==> src/rtl/kmstln_pkg.sv <==
// Shared types and constants for the latch bank feeder: FSM states, latch width and default unlock key.
package kmstln_pkg;

  typedef enum logic [2:0] {
    LOCKED,
    IDLE,
    SETUP,
    ENABLE,
    HOLD
  } state_t;

  localparam int unsigned LATCH_WIDTH     = 4;
  localparam int unsigned DEFAULT_KEY_LEN = 8;
  localparam logic [DEFAULT_KEY_LEN-1:0] DEFAULT_KEY = 8'hA5;
  localparam int unsigned EN_CNT_W        = 4;

endpackage

==> src/rtl/key_shift_cmp.sv <==
// Serial key capture: MSB-first shift register plus bit counter, compared against KEY on the last bit.
module key_shift_cmp
  import kmstln_pkg::*;
#(
  parameter int unsigned        KEY_LEN = DEFAULT_KEY_LEN,
  parameter logic [KEY_LEN-1:0] KEY     = KEY_LEN'(DEFAULT_KEY)
) (
  input  logic clk,
  input  logic rst_n,
  input  logic bit_i,
  input  logic vld_i,
  input  logic clr_i,
  output logic match_p,
  output logic mismatch_p
);

  localparam int unsigned CNT_W = $clog2(KEY_LEN + 1);

  logic [KEY_LEN-1:0] sr_q;
  logic [KEY_LEN-1:0] sr_next;
  logic [CNT_W-1:0]   cnt_q;
  logic               last_bit;

  // Compare includes the bit arriving this cycle, so the verdict is available at the KEY_LEN-th edge.
  assign sr_next    = {sr_q[KEY_LEN-2:0], bit_i};
  assign last_bit   = vld_i && (cnt_q == CNT_W'(KEY_LEN - 1));
  assign match_p    = last_bit && (sr_next == KEY);
  assign mismatch_p = last_bit && (sr_next != KEY);

  always_ff @(posedge clk or negedge rst_n) begin
    if (!rst_n) begin
      sr_q  <= '0;
      cnt_q <= '0;
    end else if (clr_i || last_bit) begin
      sr_q  <= '0;
      cnt_q <= '0;
    end else if (vld_i) begin
      sr_q  <= sr_next;
      cnt_q <= cnt_q + CNT_W'(1);
    end
  end

endmodule

==> src/rtl/latch_bank_feeder.sv <==
// Key-locked feeder for the 4-bit NAND latch bank: sequences setup / enable / hold around each accepted word.
module latch_bank_feeder
  import kmstln_pkg::*;
#(
  parameter int unsigned        WIDTH     = LATCH_WIDTH,
  parameter int unsigned        KEY_LEN   = DEFAULT_KEY_LEN,
  parameter logic [KEY_LEN-1:0] KEY       = KEY_LEN'(DEFAULT_KEY),
  parameter int unsigned        EN_CYCLES = 1
) (
  input  logic             clk,
  input  logic             rst_n,
  input  logic             key_bit_i,
  input  logic             key_vld_i,
  input  logic             relock_i,
  input  logic [WIDTH-1:0] s_data_i,
  input  logic             s_valid_i,
  output logic             s_ready_o,
  output logic [WIDTH-1:0] lat_d_o,
  output logic             lat_en_o,
  output logic             unlocked_o,
  output logic             key_err_o
);

  state_t              state_q, state_d;
  logic [EN_CNT_W-1:0] en_cnt_q, en_cnt_d;
  logic [WIDTH-1:0]    lat_d_d;
  logic                lat_en_d, s_ready_d, unlocked_d, key_err_d;
  logic                key_vld_gated, match_p, mismatch_p;

  // Key bits only count while locked, and a concurrent relock discards them.
  assign key_vld_gated = key_vld_i && (state_q == LOCKED) && !relock_i;

  key_shift_cmp #(
    .KEY_LEN (KEY_LEN),
    .KEY     (KEY)
  ) u_key (
    .clk        (clk),
    .rst_n      (rst_n),
    .bit_i      (key_bit_i),
    .vld_i      (key_vld_gated),
    .clr_i      (relock_i),
    .match_p    (match_p),
    .mismatch_p (mismatch_p)
  );

  always_ff @(posedge clk or negedge rst_n) begin
    if (!rst_n) begin
      state_q    <= LOCKED;
      en_cnt_q   <= '0;
      lat_d_o    <= '0;
      lat_en_o   <= 1'b0;
      s_ready_o  <= 1'b0;
      unlocked_o <= 1'b0;
      key_err_o  <= 1'b0;
    end else begin
      state_q    <= state_d;
      en_cnt_q   <= en_cnt_d;
      lat_d_o    <= lat_d_d;
      lat_en_o   <= lat_en_d;
      s_ready_o  <= s_ready_d;
      unlocked_o <= unlocked_d;
      key_err_o  <= key_err_d;
    end
  end

  // Next state plus next value of every registered output.
  always_comb begin
    state_d    = state_q;
    en_cnt_d   = en_cnt_q;
    lat_d_d    = lat_d_o;
    lat_en_d   = 1'b0;
    s_ready_d  = 1'b0;
    unlocked_d = unlocked_o;
    key_err_d  = 1'b0;
    if (relock_i) begin
      state_d    = LOCKED;
      en_cnt_d   = '0;
      lat_d_d    = '0;
      unlocked_d = 1'b0;
    end else begin
      case (state_q)
        LOCKED: begin
          key_err_d = mismatch_p;
          if (match_p) begin
            state_d    = IDLE;
            unlocked_d = 1'b1;
            s_ready_d  = 1'b1;
          end
        end
        IDLE: begin
          s_ready_d = 1'b1;
          if (s_valid_i && s_ready_o) begin
            lat_d_d   = s_data_i;
            state_d   = SETUP;
            s_ready_d = 1'b0;
          end
        end
        SETUP: begin
          state_d  = ENABLE;
          lat_en_d = 1'b1;
          en_cnt_d = EN_CNT_W'(EN_CYCLES - 1);
        end
        ENABLE: begin
          if (en_cnt_q == '0) begin
            state_d = HOLD;
          end else begin
            lat_en_d = 1'b1;
            en_cnt_d = en_cnt_q - EN_CNT_W'(1);
          end
        end
        HOLD: begin
          state_d   = IDLE;
          s_ready_d = 1'b1;
        end
        default: state_d = LOCKED;
      endcase
    end
  end

endmodule

==> config.mk <==
export PLATFORM = sky130hd
export DESIGN_NAME = latch_bank_feeder
export DESIGN_NICKNAME = d
export VERILOG_FILES = /design/src/rtl/kmstln_pkg.sv /design/src/rtl/key_shift_cmp.sv /design/src/rtl/latch_bank_feeder.sv
export SDC_FILE = /design/constraint.sdc
export NUM_CORES = 1
export LEC_CHECK = 0
export CAP_MARGIN = 20
export CORE_MARGIN = 1.5
export CORE_UTILIZATION = 35
export DETAILED_ROUTE_END_ITERATION = 10
export PLACE_DENSITY = 0.57
export SLEW_MARGIN = 20
export SYNTH_ARGS = -nofsm -noshare
export SYNTH_HDL_FRONTEND = slang
export SYNTH_SLANG_ARGS = --single-unit
==> constraint.sdc <==
create_clock -name clk -period 3.9 [get_ports clk]
set_input_delay 0.39 -clock clk [delete_from_list [all_inputs] [get_ports clk]]
set_output_delay 0.39 -clock clk [all_outputs]
set_load 0.05 [all_outputs]
==> impl_metrics.toml <==
[cts]
cts_sinks = 26
postCtsSetupBuffers = 0
h-tree-depth = 1
clkTransAtPathRegs_ns = 0.14
cts_buffers = 3
post_cts_resized = 0
cts-root-buf = "clkbuf_4"
cts_tree = "built"
clk_latency_ns = 0.32
clock_path_buffers = 2
ctsHoldBuffers = 0

[power]
netSwitchingPower_mw = 0.0993
leakagePower_nw = 0.633
comb_power_share = 0.080
p_int_mw = 0.349
seqPwrFrac = 0.619
p_sw_frac = 0.222
p_per_area_mw_per_mm2 = 293
ir_worst_vdd_mv = 0.208
power.share.clock = 0.301

[critical_path]
crit_fanout = 21
crit_arrival_ns = 2.31
critical_path_class = "in -> reg"
r2r_start = "state_q[0]"
r2r_slack_ns = 2.18
crit_path_end = "u_key.cnt_q[0]"
crit_required_ns = 4.16
crit_path_end_kind = "register"
r2r-end = "u_key.cnt_q[0]"
reg2reg_depth = 3
path_cells = "clkdlybuf4s50_1 > nor4_4 > o311a_1 > mux2_4"
cp_slowest_cell = "clkdlybuf4s50_1"
cpPeakStageDelay_ns = 0.82
cp-startpoint = "relock_i"
startpoint_type = "primary input"

[worst_hold_path]
hold_path_class = "in -> async"

[route]
drt_wl_total_um = 2530
vias_per_cell = 5.32
drc_errors = 0
wire_per_inst_um = 14.1
drtIter0Drc = 92
antenna_left = 0
dr_total_vias = 958
drt_pass1_iterations = 4

[floorplanning]
die_area_mm2 = 0.00403
die_h_um = 63.4
core_mm2 = 0.00342
start_util = 0.374
die_x_um = 63.4
io_pins = 18
rows = 21

[logic_synthesis]
synth_nets = 129
syn_area_per_cell_um2 = 10.9
syn_area_mm2 = 0.00128
synth_enable_flop_cells = 0
ys_types = 38
yosysWarnings = 0
ys_ff_latch = 26
synthFlopType = "dfrtp_1"
async_flop_share = 1.00
ys_seq_area_frac = 0.509
synthCells = 117

[timing]
period_share = 0.526
final.setup.tns_ns = 0
final.setup.worst_slack_ns = 1.85
tightest_slew_ns = 0.825
rsz0062_at_grt = "false"
finClkSkew_ns = 0.0110
relSlewSlack = 0.448
hold_viol = 0
setup_viol = 0
min_period_ns = 2.05
drv_slew = 0
max_freq_ghz = 0.487

[global_routing]
grt_max_degree = 22
grt_pass1_wl_um = 4620
grt_pass1_vias = 1027
grt_usage = 0.141
antenna_found_initial = 0
grt.overflow.total = 0

[flow_run]
cap_violations = 0

[placed_design]
pre_cts_ws_ns = 1.55
hpwl_um = 1830
gp_congestion = 0.802
io_buffer_count = 17

[finish]
nFillCells = 334
layout-drive-gt1-share = 0.0896
area_delta_synth_final_pct = 19.6
num_antenna_cells = 0
layout.nets = 147

[outcome]
outcome = "completed"
[per-stage QoR]
step	instances	hold slack [ns]	power (mW)	instance area, um2	util
floorplan	117	0.0944	0.299	1280	-
global placement	175	0.487	0.317	1480	0.434
detailed placement	175	0.497	0.318	1480	0.434
CTS	179	0.532	0.451	1520	0.444
global route	180	0.368	0.471	1530	0.448
finish	180	0.349	0.448	1530	0.448
[cell families after synthesis]
| kind of cell | Yosys count | share of synthesized area |
|---|---|---|
| buffers and inverters | 13 | 0.0460 |
| adders and majority gates | 2 | 0.0196 |
| AOI/OAI and AO/OA | 34 | 0.184 |
| muxes | 2 | 0.0205 |
| xor gates and xnor gates | 1 | 0.00685 |
| and+or+nand+nor | 39 | 0.214 |
| DFF | 26 | 0.509 |
[per-layer routing]
metal  GRT usage  vias up  routed length [um]
met5           0        -                   0
met4      0.0163        0                  13
met2       0.242       13                1240
met3      0.0393        2                  83
li1            -      473                   -
met1       0.183      470                1190
[critical path, delay by kind of cell]
| family | cells | cell delay [ns] |
|---|---|---|
| AND/OR/NAND/NOR | 1 | 0.46 |
| multiplexers | 1 | 0.21 |
| buffers and inverters | 1 | 0.82 |
| AO/OA/AOI/OAI | 1 | 0.42 |
[cell usage after synthesis (all sizes together), types with 2 or more instances]
cell type   n  area, um2
and3        2       12.5
a22o        8       70.1
a21oi      10       53.8
nand3b      2       15.0
nand2       3       11.3
dfrtp      26        651
nor2b       4       25.0
nand2b      5       31.3
mux2        2       26.3
inv         7       26.3
nand3       5       25.0
buf         3       21.3
nand4       3       18.8
clkbuf      3       11.3
nand4b      2       17.5
nor3        4       20.0
nor4bb      3       30.0
o21ai       7       35.0
ha          2       25.0
[sequential cells by signal (all words and copies together) (netlist names)]
register / flops
en_cnt_q: 4
key_err_o: 1
lat_d_o: 4
lat_en_o: 1
s_ready_o: 1
state_q: 3
u_key.cnt_q: 4
u_key.sr_q: 7
unlocked_o: 1
[power by group through the flow]
| stage | sequential, mW | clock [mW] | combinational (mW) |
|---|---|---|---|
| 4_1_cts | 0.278 | 0.138 | 0.0353 |
| 2_1_floorplan | 0.282 | 0 | 0.0169 |
| 3_5_place_dp | 0.283 | 0 | 0.0351 |
| 6_report | 0.278 | 0.135 | 0.0359 |
| 5_1_grt | 0.279 | 0.152 | 0.0410 |
| 3_3_place_gp | 0.283 | 0 | 0.0343 |
[final cells by class]
class / count / area [um2] / area share
Clock buffer: 4 / 36.3 / 0.0237
Inverter: 7 / 26.3 / 0.0172
Multi-Input combinational cell: 78 / 569 / 0.372
Sequential cell: 26 / 651 / 0.426
Tap cell: 46 / 57.6 / 0.0376
Timing Repair Buffer: 19 / 189 / 0.124
[how the worst min path moves through the flow]
stage | end | cells past startpoint | from | slack, ns
6_report | en_cnt_q[1] | 1 | rst_n | 0.35
3_3_place_gp | u_key.sr_q[6] | 1 | u_key.sr_q[6] | 0.49
5_1_grt | en_cnt_q[3] | 1 | rst_n | 0.37
3_5_place_dp | u_key.sr_q[6] | 1 | u_key.sr_q[6] | 0.50
2_1_floorplan | en_cnt_q[0] | 0 | rst_n | 0.09
4_1_cts | u_key.sr_q[6] | 1 | u_key.sr_q[6] | 0.53
[layout by cell type, fill, tap and decap left out, drive strengths merged, types with 3 or more instances in the layout]
| cell | Yosys | final |
|---|---|---|
| nand2 | 3 | 3 |
| dfrtp | 26 | 26 |
| nand4 | 3 | 3 |
| a22o | 8 | 8 |
| nor3 | 4 | 4 |
| nor2b | 4 | 4 |
| nor4bb | 3 | 3 |
| clkbuf | 3 | 4 |
| nand3 | 5 | 5 |
| inv | 7 | 7 |
| o21ai | 7 | 7 |
| clkdlybuf4s50 | 0 | 17 |
| a21oi | 10 | 10 |
| nand2b | 5 | 5 |
Note: power is estimated with default switching activity, not from simulation.
